<file path="src/rtl/generation_engine.sv">
// generation_engine: sequences one Game-of-Life generation on a toroidal ROWS x COLS board.
//   Latency: step sampled at edge N -> busy N+1..N+ROWS+1, gen_done at N+ROWS+1, new board from N+ROWS+2.
//   Backpressure: none; step and load_en are dropped while busy (no queueing).
// Ports:
//   ph1, reset           clock, async active-high reset
//   load_en/addr/row     seed a board row (IDLE only)
//   step                 request one generation (IDLE only)
//   busy, gen_done       COMPUTE/COMMIT indicator, 1-cycle pulse in COMMIT
//   extinct, gen_count   last committed board empty, generations since reset
//   row_in/row_a/row_b   current row and wrapped upper/lower neighbours to the decoder
//   row_out              next-state row from the combinational decoder
//   disp_addr/disp_row   combinational read port on the live board
module generation_engine #(
  parameter int ROWS  = 8,
  parameter int COLS  = 8,
  parameter int GEN_W = 16
) (
  input  logic                    ph1,
  input  logic                    reset,
  input  logic                    load_en,
  input  logic [$clog2(ROWS)-1:0] load_addr,
  input  logic [COLS-1:0]         load_row,
  input  logic                    step,
  output logic                    busy,
  output logic                    gen_done,
  output logic                    extinct,
  output logic [GEN_W-1:0]        gen_count,
  output logic [COLS-1:0]         row_in,
  output logic [COLS-1:0]         row_a,
  output logic [COLS-1:0]         row_b,
  input  logic [COLS-1:0]         row_out,
  input  logic [$clog2(ROWS)-1:0] disp_addr,
  output logic [COLS-1:0]         disp_row
);

  localparam int AW = $clog2(ROWS);

  localparam logic [1:0] S_IDLE    = 2'd0;
  localparam logic [1:0] S_COMPUTE = 2'd1;
  localparam logic [1:0] S_COMMIT  = 2'd2;

  logic [1:0]                 state;
  logic [AW-1:0]              idx;
  logic [ROWS-1:0][COLS-1:0]  board;
  logic [ROWS-1:0][COLS-1:0]  shadow;

  // ROWS is a power of two, so plain AW-bit add/subtract gives the toroidal wrap.
  logic [AW-1:0] idx_up;
  logic [AW-1:0] idx_dn;

  assign idx_up = idx - AW'(1);
  assign idx_dn = idx + AW'(1);

  assign row_in   = board[idx];
  assign row_a    = board[idx_up];
  assign row_b    = board[idx_dn];
  assign disp_row = board[disp_addr];

  assign busy     = (state == S_COMPUTE) || (state == S_COMMIT);
  assign gen_done = (state == S_COMMIT);

  always_ff @(posedge ph1 or posedge reset) begin
    if (reset) begin
      state     <= S_IDLE;
      idx       <= '0;
      board     <= '0;
      shadow    <= '0;
      gen_count <= '0;
      extinct   <= 1'b1;
    end else begin
      case (state)
        S_IDLE: begin
          // A load wins over a simultaneous step.
          if (load_en) begin
            board[load_addr] <= load_row;
          end else if (step) begin
            state <= S_COMPUTE;
            idx   <= '0;
          end
        end
        S_COMPUTE: begin
          // The live board stays frozen here, so every row sees old neighbours.
          shadow[idx] <= row_out;
          if (idx == AW'(ROWS - 1)) begin
            state <= S_COMMIT;
          end else begin
            idx <= idx_dn;
          end
        end
        S_COMMIT: begin
          board     <= shadow;
          gen_count <= gen_count + GEN_W'(1);
          extinct   <= (shadow == '0);
          idx       <= '0;
          state     <= S_IDLE;
        end
        default: begin
          state <= S_IDLE;
          idx   <= '0;
        end
      endcase
    end
  end

endmodule

</file>
<file path="config.mk">
export PLATFORM = sky130hd
export DESIGN_NAME = generation_engine
export DESIGN_NICKNAME = d
export VERILOG_FILES = /design/src/rtl/generation_engine.sv
export SDC_FILE = /design/constraint.sdc
export NUM_CORES = 1
export LEC_CHECK = 0
export ABC_AREA = 0
export CORE_MARGIN = 1
export CORE_UTILIZATION = 63
export CTS_CLUSTER_DIAMETER = 100
export CTS_CLUSTER_SIZE = 40
export DETAILED_ROUTE_END_ITERATION = 12
export GPL_ROUTABILITY_DRIVEN = 1
export PLACE_DENSITY = 0.86
export SLEW_MARGIN = 15
export SYNTH_ARGS = -nofsm -noshare
export SYNTH_HDL_FRONTEND = slang
export SYNTH_SLANG_ARGS = --single-unit
export TNS_END_PERCENT = 5
</file>
<file path="constraint.sdc">
create_clock -name ph1 -period 11.1 [get_ports ph1]
set_input_delay 1.665 -clock ph1 [delete_from_list [all_inputs] [get_ports ph1]]
set_output_delay 1.665 -clock ph1 [all_outputs]
set_load 0.05 [all_outputs]
</file>
# Word level (Yosys, flattened, before mapping)
# Cells that the tools add are included.
dict set report word_totals {
  input_bits 26
  ff_bits 150
}
dict set report classes {
  n_eq_ne 8
  add_sub_neg 3
  order_cmp 7
  mux 24
  reduce_logical 9
}
# op count
set op_table {}
lappend op_table {{64-bit bitwise mux} 2}
lappend op_table {{64-bit one-hot mux with 2 select lines} 1}
lappend op_table {{8-bit binary-select mux with 3-bit select} 4}
lappend op_table {{64-bit zero test} 1}
lappend op_table {{64-bit two-way mux} 1}
lappend op_table {{8-bit demux with 3-bit select} 2}
lappend op_table {{8-bit two-way mux} 6}
lappend op_table {{3-bit by 4-bit less-than comparator with 1-bit output (second input constant)} 5}
lappend op_table {{16-bit by 1-bit adder with 16-bit output (second input constant)} 1}
lappend op_table {{3-bit two-way mux} 3}
lappend op_table {{2-bit inequality test (second input constant)} 4}
lappend op_table {{3-bit by 1-bit >= comparator with 1-bit output (second input constant)} 2}
lappend op_table {{2-bit two-way mux} 3}
lappend op_table {{3-bit one-hot mux with 2 select lines} 1}
lappend op_table {{3-bit AND reduction} 2}
lappend op_table {{2-bit one-hot mux with 2 select lines} 1}
lappend op_table {{3-bit by 1-bit adder with 3-bit output (second input constant)} 1}
lappend op_table {{3-bit == test (second input constant)} 1}
lappend op_table {{3-bit by 1-bit subtractor with 3-bit output (second input constant)} 1}
lappend op_table {{2-bit by 1-bit == test with 1-bit output (second input constant)} 1}
lappend op_table {{2-bit == test (second input constant)} 1}
lappend op_table {{1-bit logical AND} 2}
lappend op_table {{2-bit zero test} 1}
lappend op_table {{2-bit by 1-bit inequality test with 1-bit output (second input constant)} 1}
lappend op_table {{3 further kinds} 3}

# Longest topological paths before layout
dict set report depth {
  ltp_word 7
  ltp_mapped 9
  mapped_depth_nobuf 6
}

# Least setup slack after synthesis
# Ideal clock, no wire load.
dict set report synth_path {
  kind {in2out}
  from {input port disp_addr[0]}
  to {output port disp_row[0]}
  slack_ps 6556
  cell_stages 4
  t_arrival_ps 2879
  cell_sequence {buf_4 buf_6 mux4_2 mux2_2}
}
dict set report synth_via {
  elab_chain_cells 2
}
# item line_no
set synth_lines {}
lappend synth_lines {{start, declared} 32} ;# input logic [$clog2(ROWS)-1:0] disp_addr,
lappend synth_lines {{8-bit binary-select mux with 3-bit select} 57} ;# assign disp_row = board[disp_addr];
lappend synth_lines {{8-bit two-way mux (implied by the code)} 57}
lappend synth_lines {{end, declared} 33} ;# output logic [COLS-1:0] disp_row
# No other way between the ends. The select of a mux whose other input is x is not followed.

# Worst setup path after layout
dict set report layout_path {
  from {input port disp_addr[0]}
  to {output port disp_row[1]}
}
# Same word-level chain as after synthesis.

==> impl_metrics.yaml <==
run_status:
  status: "complete, no violations"
synthesis:
  avgSynthCellArea_um2: 12.0
  synth_area_leaders: "dfrtp_1 45%, mux2_2 13%, mux4_2 11%"
  syn-cell-area_um2: 8350
  synth_edf_count: 0
  async_reset_ff_frac: 1.00
  yosys.area.top_type: "dfrtp_1"
  ys_seq_area_frac: 0.450
  ys_ff_latch: 150
  syn_nets: 727
  ys.flop_type: "dfrtp_1"
  synth_warnings: 0
  yosysUniqueCellTypes: 53
  netlist_instances: 693
  yosysTopAreaCellShare: 0.447
global_routing:
  grt_first_pass_wirelength_um: 33300
  antenna_found_initial: 0
  grt_remaining_overflow: 0
  grt_max_degree: 91
  grt_usage: 0.334
  first_global_vias: 6129
worst_setup_path:
  end_kind: "primary output"
  r2r_start: "state[0]$_DFFE_PP0P_"
  cp-startpoint: "disp_addr[0]"
  crit_arrival_ns: 4.39
  path_class: "primary input to primary output"
  required_ns: 9.44
  start_kind: "primary input"
  critPathMaxFanout: 16
final_layout:
  layout.cells.non_filler: 927
  final_util: 0.756
  num_antenna_cells: 0
  nets: 777
  area_delta_synth_final_pct: 15.6
  layout-drive-gt1-share: 0.272
clock_network:
  root_buffer: "clkbuf_16"
  cts_resized: 0
  cts_buffers: 17
  cts_setup_buffers: 0
  cts-hold-fix-buffers: 0
  cts-htree-levels: 4
  path_clk_slew_ns: 0.06
  cts_sinks: 150
  clk_latency_ns: 0.42
  cts_tree: "yes"
  clockBufferDepth: 2
drt:
  routed_wl_um: 21100
  ant_nets: 0
  first_pass_iters: 5
  post_drt_wl_per_cell_um: 22.7
  vias_per_cell: 6.71
  via_count: 6223
  drc_errors: 0
  drtIter0Drc: 766
floorplan:
  ios: 77
  die_h_um: 117
  die_w_um: 117
  start_util: 0.654
  fp-row-count: 41
  die-area_um2: 13700
  core_um2: 12800
sta:
  fin_crit_ns: 6.05
  maxClockFrequency_ghz: 0.165
  skew_ns: 0.00764
  rsz0062_at_grt: "no"
  holdWs_ns: 0.477
  setup_viol: 0
  finalCritPeriodShare: 0.545
  timing_hold_violations_final: 0
  tns_ns: 0
  slew_headroom: 0.206
  slew_viol_final: 0
  max_slew.worst_pin.slew_ns: 1.18
power_and_ir_drop:
  comb_power_share: 0.492
  power-per-cell-area_nw_per_um2: 328
  clockPowerShare: 0.177
  power_switching_w: 0.00135
  ir_drop_mv: 0.124
  internal_power_w: 0.00181
  total_power_w: 0.00316
  power_leakage_nw: 3.98
  p_seq_frac: 0.331
  swShare: 0.427
placed_design:
  place.gp.congestion: 0.911
  hpwl_um: 14700
  portBuffers: 76
  placed_cells: 896
flow_run:
  drv_cap: 0
min_path:
  hold_class: "register to register"
  hold_path.startpoint: "gen_count[15]$_DFFE_PP0P_"
[sequential cells by signal (all words and copies together) (netlist names)]
| name | cells |
|---|---|
| gen_count | 16 |
| state | 2 |
| extinct | 1 |
| shadow | 64 |
| board | 64 |
| idx | 3 |
[layer usage]
metal  up-vias  track usage  wire length (um)
li1       2690            -                 -
met1      3107        0.458              8640
met2       358        0.520             10100
met3        68       0.0911              1840
met4         0        0.119               527
met5         -            0                 0
[metrics by stage]
step                setup WS [ns]  instance area (um2)
floorplan                    5.40                 8350
global placement             5.07                 9080
detailed placement           5.00                 9080
CTS                          5.00                 9650
global route                 4.86                 9650
finish                       5.05                 9650
[worst max-delay path, stage by stage]
cell and delay (ns):
clkdlybuf4s50_1 1.13, mux4_2 0.61, mux2_2 0.28, clkdlybuf4s50_1 0.70
[layout by cell type, fill, tap and decap left out, types with 3 or more instances in the layout]
cell / instances
xnor2_1: 11
nor2b_1: 11
mux2_4: 7
o22ai_1: 4
xor2_1: 4
mux4_1: 6
clkdlybuf4s50_1: 76
nor3_4: 3
nor4_1: 14
clkinv_2: 4
mux2_2: 97
nand3_1: 6
a21oi_1: 67
buf_4: 4
nand2_1: 78
nand4_1: 8
o21ai_2: 4
and4b_1: 3
dfrtp_1: 148
mux2_1: 5
o21ai_1: 8
ha_1: 7
o21ai_0: 52
a22oi_1: 8
mux4_2: 42
inv_2: 4
inv_1: 4
nor3_1: 3
clkbuf_16: 17
clkinv_4: 3
nor2_1: 13
[layout make-up]
cell class              count  area [um2]
clock buffers              19         443
flip-flops and latches    150        3760
well taps                 172         215
fillers                   785        3120
repair buffers             80         791
multi-input cells         485        4280
inverters                   9        38.8
clock inverters            12         130
[synthesized netlist by cell type (2+ instances only)]
| library cell | n |
|---|---|
| dfrtp_1 | 149 |
| mux2_2 | 97 |
| nand2_1 | 78 |
| a21oi_1 | 67 |
| o21ai_0 | 52 |
| mux4_2 | 42 |
| buf_2 | 21 |
| nor4_1 | 14 |
| nor2_1 | 13 |
| nor2b_1 | 11 |
| xnor2_1 | 11 |
| a22oi_1 | 8 |
| buf_1 | 8 |
| ha_1 | 8 |
| nand4_1 | 8 |
| o21ai_1 | 8 |
| buf_6 | 7 |
| mux2_4 | 7 |
| buf_4 | 6 |
| clkbuf_1 | 6 |
| mux4_1 | 6 |
| nand3_1 | 6 |
| inv_1 | 5 |
| mux2_1 | 5 |
| inv_2 | 4 |
| o21ai_2 | 4 |
| o22ai_1 | 4 |
| xor2_1 | 4 |
| and4b_1 | 3 |
| nor3_1 | 3 |
| nor3_4 | 3 |
| a32oi_1 | 2 |
| and4bb_2 | 2 |
| nand4_2 | 2 |
[power by group through the flow]
stage / Clock (W) / Combinational [W] / Sequential [W]
final: 0.000560 / 0.00156 / 0.00105
after global routing: 0.000584 / 0.00166 / 0.00107
after CTS: 0.000559 / 0.00156 / 0.00103
after detailed placement: 0 / 0.00154 / 0.00103
after global placement: 0 / 0.00150 / 0.00100
after floorplan: 0 / 0.00123 / 0.000915
[logic make-up after synthesis]
family | Yosys count | synth area share
buffers and inverters | 58 | 0.0384
muxes | 158 | 0.284
and+or+nand+nor | 157 | 0.104
xor gates and xnor gates | 16 | 0.0190
adders and majority gates | 8 | 0.0120
AOI/OAI and AO/OA | 146 | 0.0938
DFF | 150 | 0.450
[worst paths after layout]
| path | to | slack (ns) | cells past startpoint |
|---|---|---|---|
| setup / recovery | disp_row[1] | 5.05 | 4 |
| hold / removal | gen_count[15]$_DFFE_PP0P_ | 0.48 | 1 |
| setup reg to reg | extinct$_DFFE_PP1P_ | 8.42 | 7 |
| hold reg to reg | gen_count[15]$_DFFE_PP0P_ | 0.48 | 1 |
| max in group asynchronous | idx[0]$_DFFE_PP0P_ | 7.93 | 3 |
| min in group asynchronous | gen_count[11]$_DFFE_PP0P_ | 1.71 | 2 |
Note: power is estimated with default switching activity, not from simulation.
